$ cat src/rtl/pc_sequencer.sv
// pc_sequencer: program-counter sequencer with a hardware return-address stack.
//
// Owns the PC register. Selects the next PC for sequential flow and for the
// branch classes BR, BR.C, BR.SUB (push link) and RETURN (pop link).
// Has a start/stall handshake and handles stack overflow and underflow.
//
// Optional feature macro: PC_SEQ_FAULT_EN
//   defined   : overflow/underflow moves to FAULT and freezes the PC and the stack.
//   undefined : overflow overwrites the oldest entry; underflow falls through to pc+1.
//   Either way, overflow and underflow set the sticky stackErr flag.
//
// Ports:
//   clock         in  : rising-edge clock
//   reset         in  : synchronous, active-high reset
//   start         in  : one-cycle pulse that leaves IDLE
//   stall         in  : hold all state this cycle (RUN only)
//   linkSrc       in  : current instruction is branch-class
//   branchControl in  : 0 BR, 1 BR.C, 2 BR.SUB, 3 RETURN
//   condFlag      in  : BR.C is taken when high
//   effAddr       in  : branch target
//   pc            out : current instruction address (registered)
//   pcValid       out : high in RUN
//   linkAddr      out : top-of-stack entry, 0 when empty (combinational)
//   stackDepth    out : number of occupied stack entries
//   fault         out : high in FAULT
//   stackErr      out : sticky overflow/underflow flag
module pc_sequencer #(
  parameter int unsigned       ADDR_W       = 8,
  parameter int unsigned       DEPTH        = 4,
  parameter logic [ADDR_W-1:0] RESET_VECTOR = '0
) (
  input  logic                       clock,
  input  logic                       reset,
  input  logic                       start,
  input  logic                       stall,
  input  logic                       linkSrc,
  input  logic [1:0]                 branchControl,
  input  logic                       condFlag,
  input  logic [ADDR_W-1:0]          effAddr,
  output logic [ADDR_W-1:0]          pc,
  output logic                       pcValid,
  output logic [ADDR_W-1:0]          linkAddr,
  output logic [$clog2(DEPTH):0]     stackDepth,
  output logic                       fault,
  output logic                       stackErr
);

  localparam int unsigned PtrW = $clog2(DEPTH);

  typedef enum logic [1:0] {StIdle, StRun, StFault} state_e;

  state_e                  state_q, state_d;
  logic [ADDR_W-1:0]       pc_q, pc_d;
  logic [ADDR_W-1:0]       stack_q [DEPTH];
  logic [ADDR_W-1:0]       stack_d [DEPTH];
  logic [PtrW-1:0]         wr_ptr_q, wr_ptr_d;  // next slot to write; the top is wr_ptr_q-1
  logic [PtrW:0]           depth_q, depth_d;
  logic                    err_q, err_d;

  logic [ADDR_W-1:0]       pc_inc;
  logic [PtrW-1:0]         top_idx;
  logic                    full, empty;

  assign pc_inc  = pc_q + ADDR_W'(1);
  assign top_idx = wr_ptr_q - PtrW'(1);
  assign full    = (depth_q == (PtrW+1)'(DEPTH));
  assign empty   = (depth_q == '0);

  always_comb begin
    state_d  = state_q;
    pc_d     = pc_q;
    stack_d  = stack_q;
    wr_ptr_d = wr_ptr_q;
    depth_d  = depth_q;
    err_d    = err_q;

    unique case (state_q)
      StIdle: begin
        pc_d = RESET_VECTOR;
        if (start) state_d = StRun;
      end
      StRun: begin
        if (!stall) begin
          pc_d = pc_inc;
          if (linkSrc) begin
            unique case (branchControl)
              2'd0: pc_d = effAddr;
              2'd1: if (condFlag) pc_d = effAddr;
              2'd2: begin
                if (full) begin
                  err_d = 1'b1;
`ifdef PC_SEQ_FAULT_EN
                  state_d = StFault;
                  pc_d    = pc_q;
`else
                  // When the stack is full, the write slot holds the oldest entry,
                  // so this push overwrites it.
                  stack_d[wr_ptr_q] = pc_inc;
                  wr_ptr_d          = wr_ptr_q + PtrW'(1);
                  pc_d              = effAddr;
`endif
                end else begin
                  stack_d[wr_ptr_q] = pc_inc;
                  wr_ptr_d          = wr_ptr_q + PtrW'(1);
                  depth_d           = depth_q + (PtrW+1)'(1);
                  pc_d              = effAddr;
                end
              end
              2'd3: begin
                if (empty) begin
                  err_d = 1'b1;
`ifdef PC_SEQ_FAULT_EN
                  state_d = StFault;
                  pc_d    = pc_q;
`endif
                end else begin
                  pc_d     = stack_q[top_idx];
                  wr_ptr_d = top_idx;
                  depth_d  = depth_q - (PtrW+1)'(1);
                end
              end
              default: ;
            endcase
          end
        end
      end
      StFault: ;
      default: state_d = StIdle;
    endcase
  end

  always_ff @(posedge clock) begin
    if (reset) begin
      state_q  <= StIdle;
      pc_q     <= RESET_VECTOR;
      stack_q  <= '{default: '0};
      wr_ptr_q <= '0;
      depth_q  <= '0;
      err_q    <= 1'b0;
    end else begin
      state_q  <= state_d;
      pc_q     <= pc_d;
      stack_q  <= stack_d;
      wr_ptr_q <= wr_ptr_d;
      depth_q  <= depth_d;
      err_q    <= err_d;
    end
  end

  assign pc         = pc_q;
  assign pcValid    = (state_q == StRun);
  assign fault      = (state_q == StFault);
  assign stackDepth = depth_q;
  assign stackErr   = err_q;
  assign linkAddr   = empty ? '0 : stack_q[top_idx];

endmodule

$ cat config.mk
export PLATFORM = sky130hd
export DESIGN_NAME = pc_sequencer
export DESIGN_NICKNAME = d
export VERILOG_FILES = /design/src/rtl/pc_sequencer.sv
export SDC_FILE = /design/constraint.sdc
export NUM_CORES = 1
export LEC_CHECK = 0
export ABC_AREA = 1
export CORE_ASPECT_RATIO = 0.5
export CORE_UTILIZATION = 30
export CTS_BUF_LIST = sky130_fd_sc_hd__clkbuf_2 sky130_fd_sc_hd__clkbuf_4 sky130_fd_sc_hd__clkbuf_8
export DETAILED_ROUTE_END_ITERATION = 7
export GPL_ROUTABILITY_DRIVEN = 0
export PLACE_DENSITY = 0.59
export SLEW_MARGIN = 30
export SYNTH_ARGS = -nofsm -noshare
export SYNTH_HDL_FRONTEND = slang
export SYNTH_SLANG_ARGS = --single-unit
$ cat constraint.sdc
create_clock -name clock -period 4.55 [get_ports clock]
set_clock_uncertainty 0.1 [all_clocks]
set_input_delay 0.91 -clock clock [delete_from_list [all_inputs] [get_ports clock]]
set_output_delay 0.91 -clock clock [all_outputs]
set_load 0.01 [all_outputs]
### Word level (Yosys, flattened, before mapping)

Index checks and enable logic that the tools add are counted.

* bits in writable memories: 0
* bits in read-only memories: 0
* word-level logic and storage cells: 70
* input port bits: 16
* bits in latches: 0
* register bits after elaboration: 48
* memories kept: 0

* magnitude comparators: 3
* reduce and logical (&&, ||, !) cells: 14
* bitwise gates (word level): 4
* div/mod/pow operators: 0
* equality and inequality tests: 12
* add/subtract/negate cells: 5
* $mul: 0
* multiplexer cells: 23
* shift-type cells: 0

Operators by type and width (count)
* $mux 8: 8
* $bwmux 32: 1
* $pmux 8 s3: 1
* $bmux 8 s2: 1
* $demux 8 s2: 1
* $pmux 8 s2: 1
* $ne 2x2->1 const B: 6
* $reduce_and 6->1: 2
* $add 8x1->8 const B: 1
* $pmux 2 s2: 2
* $eq 2x2->1 const B: 3
* $ge 3x3->1 const B: 2
* $mux 3: 2
* $not 2->3: 2
* $pmux 3 s2: 1
* $reduce_and 5->1: 1
* $eq 2x1->1 const B: 2
* $logic_not 2->1: 2
* $mux 2: 2
* $reduce_and 2->1: 2
* $reduce_and 4->1: 1
* $reduce_bool 2->1: 2
* $reduce_or 2->1: 2
* $add 3x1->3 const B: 1
* other kinds (10): 12

### Longest topological paths before layout

Gate-level depths: netlist of run 1.

* depth in word-level cells: 10
* mapped depth: 15
* gate-level depth less buffers: 12

### Worst setup path before layout of run 1

OpenSTA, ideal clock, no wires.

* path type: register -> output
* start point: register wr_ptr_q[0]
* end point: output linkAddr[2]
* path slack: 1985 ps
* arrival time: 1555 ps
* required time: 3540 ps
* buffers on the path: 3
* stages on the path, launching flop included: 12
* path through: dfxtp_1 -> buf_6 -> inv_2 -> buf_6 -> ha_1 -> buf_2 -> inv_2 -> nor2_1 -> o21ai_1 -> nand2_1 -> nand2_1 -> inv_1

* longest elaborated chain between the ends: 6

Ends and longest elaborated chain
* start: declaration: RTL line 56 `logic [PtrW-1:0] wr_ptr_q, wr_ptr_d;`
* start signal: assignment: RTL line 144 `wr_ptr_q <= wr_ptr_d;`
* $sub 2x1->2: RTL line 65 `assign top_idx = wr_ptr_q - PtrW'(1);`
* via top_idx[0]: RTL line 61 `logic [PtrW-1:0] top_idx;`
* $not 2->3 (implied by the code): RTL line 155 `assign linkAddr = empty ? '0 : stack_q[top_idx];`
* $bmux 8 s2: RTL line 155
* $mux 8 (implied by the code) (2 in series): RTL line 155
* $mux 8: RTL line 155
* end: declaration: RTL line 42 `output logic [ADDR_W-1:0] linkAddr,`

The timed path passes the listed nets, and every way through them passes these cells. The select of a mux whose other input is x is not followed.

### Final worst setup path of run 1

* start point: register wr_ptr_q[0]
* end point: output linkAddr[2]

* longest elaborated chain between the ends: 6

Ends and longest elaborated chain (RTL line)
* $sub 2x1->2: 65
* $not 2->3 (implied by the code): 155
* $bmux 8 s2: 155
* $mux 8 (implied by the code) (2 in series): 155
* $mux 8: 155

No other way between the ends. The select of a mux whose other input is x is not followed.

==> metrics.cfg, run 1 <==
[power_and_ir_drop]
vdd_drop_max_uv=106
power.total_uw=791
powerDensity_nw_per_um2=264
p_leak_nw=1.20

[place]
io_buffers=36
dp_hpwl_mm=5.08
dpl-instance-area_sq_um=2900

[worst_setup_path]
r2r_start=wr_ptr_q[0]
worstReg2RegEnd=pc[2]
crit_type=flip-flop to output pin
endpoint_kind=output pin
cp_data_required_time_ps=3540
cp.arrival_ps=2360
r2r_slack_ps=2520
ff2ff_path_depth=12
critPathLaunchType=flip-flop
critPathMaxFanout=18

[sta]
slew_headroom_pct=41.3
grt_setup_unrepaired=no
worst_pin_slew_ps=875
finalCritPeriodShare_pct=74.0
hold_viol=0
final.setup.tns_ps=0
setup_viol=0
fmax_mhz=297
slew_violations=0
layout_min_cycle_time_ps=3370

[route]
drt_iter0_drc=155
avgRoutedWirePerCell_microns=13.3
vias_per_cell=4.70
drtAntennaViolNets=0
vias=2400
wl_mm=6.82
drc=0
drt_pass1_iterations=5

[die]
dieHeight_microns=66.8
die_area_sq_um=8790
rows=23
floorplan.initialDensity_pct=31.3
fp.coreArea_sq_um=8060
ios=38
die_x_microns=132

[clocking]
cts-root-buf=clkbuf_8
post_cts_buffers=0
post_cts_resized=0
clk_latency_ps=310
htreeDepth=2
cts_made_buffers=5
cts_tree=done
cts_sinks=47
cts_buffer_depth=2
postCtsHoldBufs=0
clk_pin_slew_worst_paths_ps=100

[synth]
ys.flop_type=dfxtp_1
syn_area_sq_um=2520
ys.warnings.count=0
postSynthAreaPerCell_sq_um=6.84
syn_inst=368
synth-edff-count=0
syn_nets=390
ys_seq_elements=47
synth-seq-area-share_pct=37.4
async_flop_share_pct=0
synth.distinct_cells=28

[grt]
busiest_layer=met2
grt_overflow_total=0
grt_util_met3_pct=4.03
grt_pass1_wl_mm=11.2
use_met1_pct=22.9
grt_antenna_before_repair=0
track_usage_pct=16.3
met2_usage_pct=25.2
grt_pass1_vias=2212
grt_start_max_net_pins=38

[layout]
final_area_sq_um=3000
drive_gt1_share_pct=6.77
nets=420
diodes=0
fillers=886
synthToLayoutAreaGrowth_pct=19.1

[worst_hold_path]
hold_depth=2
hold_class=flip-flop to flip-flop
hold_start=stackErr
holdPathEnd=stackErr

[flow_run]
maxCapViolations=0

[outcome]
outcome=complete, no violations

## critical path: stages, from the launching register on
cell             delay, ps
dfxtp_1                350
inv_2                  130
ha_1                   480
inv_2                  150
nor2_1                 120
o21ai_1                 60
nand2_1                 90
nand2_1                 70
inv_1                   70
clkdlybuf4s50_1        530
## sequential cells by signal, indices dropped and copies added, names as in the netlist
signal,cells
stackErr,1
stack_q,32
stackDepth,3
pc,8
wr_ptr_q,2
state_q,1
## stage by stage
step	util, %	setup slack [ps]	hold slack, ps	cells
floorplan	-	1990	348	368
global placement	36.0	1570	354	503
detailed placement	36.0	1510	359	503
CTS	37.2	1160	373	511
global route	37.2	987	398	511
finish	37.2	1180	363	511
## cell usage after synthesis, types with 2 or more instances
cell / instances / area (sq um)
inv_1: 26 / 97.6
clkinv_2: 5 / 25.0
a21oi_1: 51 / 255
xor2_1: 5 / 43.8
buf_6: 3 / 33.8
nand2_2: 2 / 12.5
nand4_1: 2 / 12.5
clkbuf_1: 5 / 18.8
nand3_2: 2 / 20.0
nor2_2: 4 / 25.0
nand3_1: 23 / 115
dfxtp_1: 47 / 941
o21ai_1: 5 / 25.0
buf_8: 4 / 60.1
nand2_1: 81 / 304
ha_1: 5 / 62.6
nor2_1: 36 / 135
inv_2: 4 / 15.0
o21ai_0: 49 / 245
## logic make-up (layout without fill, tap and decap cells)
logic type      Yosys count  count (layout)  share of synthesized area [%]
other cells               1               1                          0.149
buf+inv                  49              80                           10.4
flops                    47              47                           37.4
simple gates            153             153                           25.5
xor+xnor                  6               6                           2.09
fa+ha+maj                 6               6                           3.28
compound gates          106             106                           21.2
## routing by layer
| layer | routed length (microns) | share of wire [%] | vias up |
|---|---|---|---|
| li1 | - | - | 1261 |
| met1 | 3630 | 53 | 1086 |
| met2 | 2770 | 41 | 49 |
| met3 | 381 | 5.6 | 4 |
| met4 | 43 | 0.63 | 0 |
| met5 | 0 | 0 | - |
## worst max-delay path by stage
stage / slack [ps] / start / end / depth (start not counted)
2_1_floorplan: 1990 / wr_ptr_q[0] / linkAddr[2] / 11
6_report: 1180 / wr_ptr_q[0] / linkAddr[2] / 9
3_5_place_dp: 1510 / wr_ptr_q[0] / linkAddr[2] / 9
4_1_cts: 1160 / wr_ptr_q[0] / linkAddr[2] / 9
3_3_place_gp: 1570 / wr_ptr_q[0] / linkAddr[2] / 9
5_1_grt: 990 / wr_ptr_q[0] / linkAddr[2] / 9
## cells in the final DEF (no fill, tap or decap), types with 2 or more instances in the layout
cell,count
a21oi_1,51
clkbuf_8,6
clkdlybuf4s50_1,36
clkinv_2,5
dfxtp_1,47
ha_1,5
inv_1,25
inv_2,4
nand2_1,81
nand2_2,2
nand3_1,23
nand3_2,2
nand4_1,2
nor2_1,36
nor2_2,4
o21ai_0,49
o21ai_1,5
xor2_1,5
## where the power goes
part / internal (mW) / total (mW) / switching [mW]
Combinational: 0.0361 / 0.0905 / 0.0544
Clock: 0.124 / 0.279 / 0.154
Sequential: 0.416 / 0.421 / 0.00554
## layout make-up
cell class	count	area [sq um]	share of cell area (%)
Timing Repair Buffer	37	368	12.3
Clock inverter	2	16.3	0.542
Inverter	35	138	4.59
Multi-Input combinational cell	272	1320	43.8
Clock buffer	6	82.6	2.75
Sequential cell	47	941	31.4
Tap cell	112	140	4.67
Note: power is estimated with default switching activity, not from simulation.
==> inputs of run 2 (changes only) <==
clock period = 3.3 ns   (was 4.55 ns; I/O delays follow)
==> metrics.cfg, run 2 (synthesized netlist as in run 1, its figures left out) <==
[grt]
grt_antenna_before_repair=0
grt_overflow_total=0
grt_start_max_net_pins=38
grt_pass1_vias=2138
grt_pass1_wl_mm=11.1
track_usage_pct=16.4

[worst_setup_path]
r2r_slack_ps=1270
endpoint_kind=output pin
crit_slowest_cell=clkdlybuf4s50_1
cp.arrival_ps=2280
worstSetupStartpoint=wr_ptr_q[1]
critPathLaunchType=flip-flop
path_cells=inv_1 -> ha_2 -> inv_2 -> nor2_1 -> o21ai_1 -> nand2_1 -> nand2_1 -> inv_1 -> clkdlybuf4s50_1
cp_data_required_time_ps=2540
ff2ff_path_depth=6
crit_type=flip-flop to output pin
worstReg2RegEnd=pc[4]
r2r_start=pc[0]
max_stage_delay_ps=530
critPathMaxFanout=9

[clocking]
cts_tree=done
clk_pin_slew_worst_paths_ps=90
cts_sinks=47
postCtsHoldBufs=0
clk_latency_ps=310
htreeDepth=2
cts_buffer_depth=2
cts-root-buf=clkbuf_8
cts_made_buffers=5

[layout]
layout_commonest_cell=nand2_1
synthToLayoutAreaGrowth_pct=20.1
nets=423
diodes=0
largest_register=stack_q
drive_gt1_share_pct=7.71
most-common-layout-cells=81 x nand2_1, 51 x a21oi_1, 49 x o21ai_0
largest_reg_flops=32
final_area_sq_um=3030
fillers=872
instances_no_fill=514

[worst_hold_path]
hold_class=flip-flop to flip-flop
holdPathEnd=stackErr
hold_start=stackErr
hold_depth=2

[route]
drc=0
avgRoutedWirePerCell_microns=13.2
drt_iter0_drc=211
vias_per_cell=4.67
vias=2401
drt_pass1_iterations=4
drtAntennaViolNets=0
wl_mm=6.78

[die]
ios=38
dieHeight_microns=66.8
rows=23
floorplan.initialDensity_pct=31.3
die_area_sq_um=8790
fp.coreArea_sq_um=8060
die_x_microns=132

[place]
dp.cells=506
dpl-instance-area_sq_um=2920
io_buffers=36
dp_hpwl_mm=4.91

[power_and_ir_drop]
vdd_drop_max_uv=140
powerDensity_nw_per_um2=361
p_leak_nw=1.22

[sta]
hold_viol=0
fmax_mhz=329
setup_viol=0
slew_violations=0
finalCritPeriodShare_pct=92.1
slew_headroom_pct=59.3
worst_pin_slew_ps=609
final.setup.tns_ps=0
layout_min_cycle_time_ps=3040
grt_setup_unrepaired=no

[flow_run]
maxCapViolations=0

[outcome]
outcome=complete, no violations

## run 2: cell count changes in the layout (fill, tap and decap cells not counted)
cell	change
ha_2	+1
buf_4	+3
inv_1	+1
ha_1	-1
clkinv_1	-1
## run 2: timing repair
action                     in CTS  in global routing
setup endpoints to repair       0                  2
buffers inserted                0                  0
gates resized for setup         0                  1
## run 2: final cells by class
class	count	area, sq um	area share (%)
clock inverter	2	16.3	0.538
timing repair buffer	40	390	12.9
sequential	47	941	31.1
multi-input combinational	272	1320	43.5
inverter	35	138	4.55
tap	112	140	4.63
clock buffer	6	82.6	2.73
## run 2: worst max path at each step
stage / end / slack [ps] / cells past startpoint
5_1_grt: linkAddr[2] / 70 / 9
6_report: linkAddr[2] / 260 / 9
2_1_floorplan: linkAddr[2] / 990 / 11
4_1_cts: linkAddr[2] / 170 / 9
3_5_place_dp: linkAddr[2] / 510 / 9
3_3_place_gp: linkAddr[2] / 600 / 9
## run 2: worst max-delay path: cells and delay by family, from the launching register on
kind | cells | cell delay [ps]
buffers and inverters | 4 | 820
adders and majority gates | 1 | 450
DFF | 1 | 370
and+or+nand+nor | 3 | 260
AOI/OAI and AO/OA | 1 | 60
## run 2: per-stage QoR
step	power [mW]	setup slack [ps]	util, %	hold WS, ps
after floorplan	0.667	985	-	348
after global placement	0.721	595	36.3	353
after detailed placement	0.721	512	36.3	355
after CTS	1.10	168	37.5	369
after global routing	1.15	73.4	37.5	389
final	1.09	261	37.5	363
## run 2: where the power goes
group          total, mW  leakage, nW  switching [mW]  internal, mW
logic              0.128        0.788          0.0758        0.0519
clock network      0.382       0.0474           0.211         0.171
registers          0.581        0.380         0.00762         0.573
## run 2: per-layer routing
layer	vias up	part of all wire [%]	global-route usage (%)
li1	1265	-	-
met1	1072	53	24.5
met2	59	41	23.3
met3	5	5.6	3.27
met4	0	0.65	4.22
met5	-	0	0
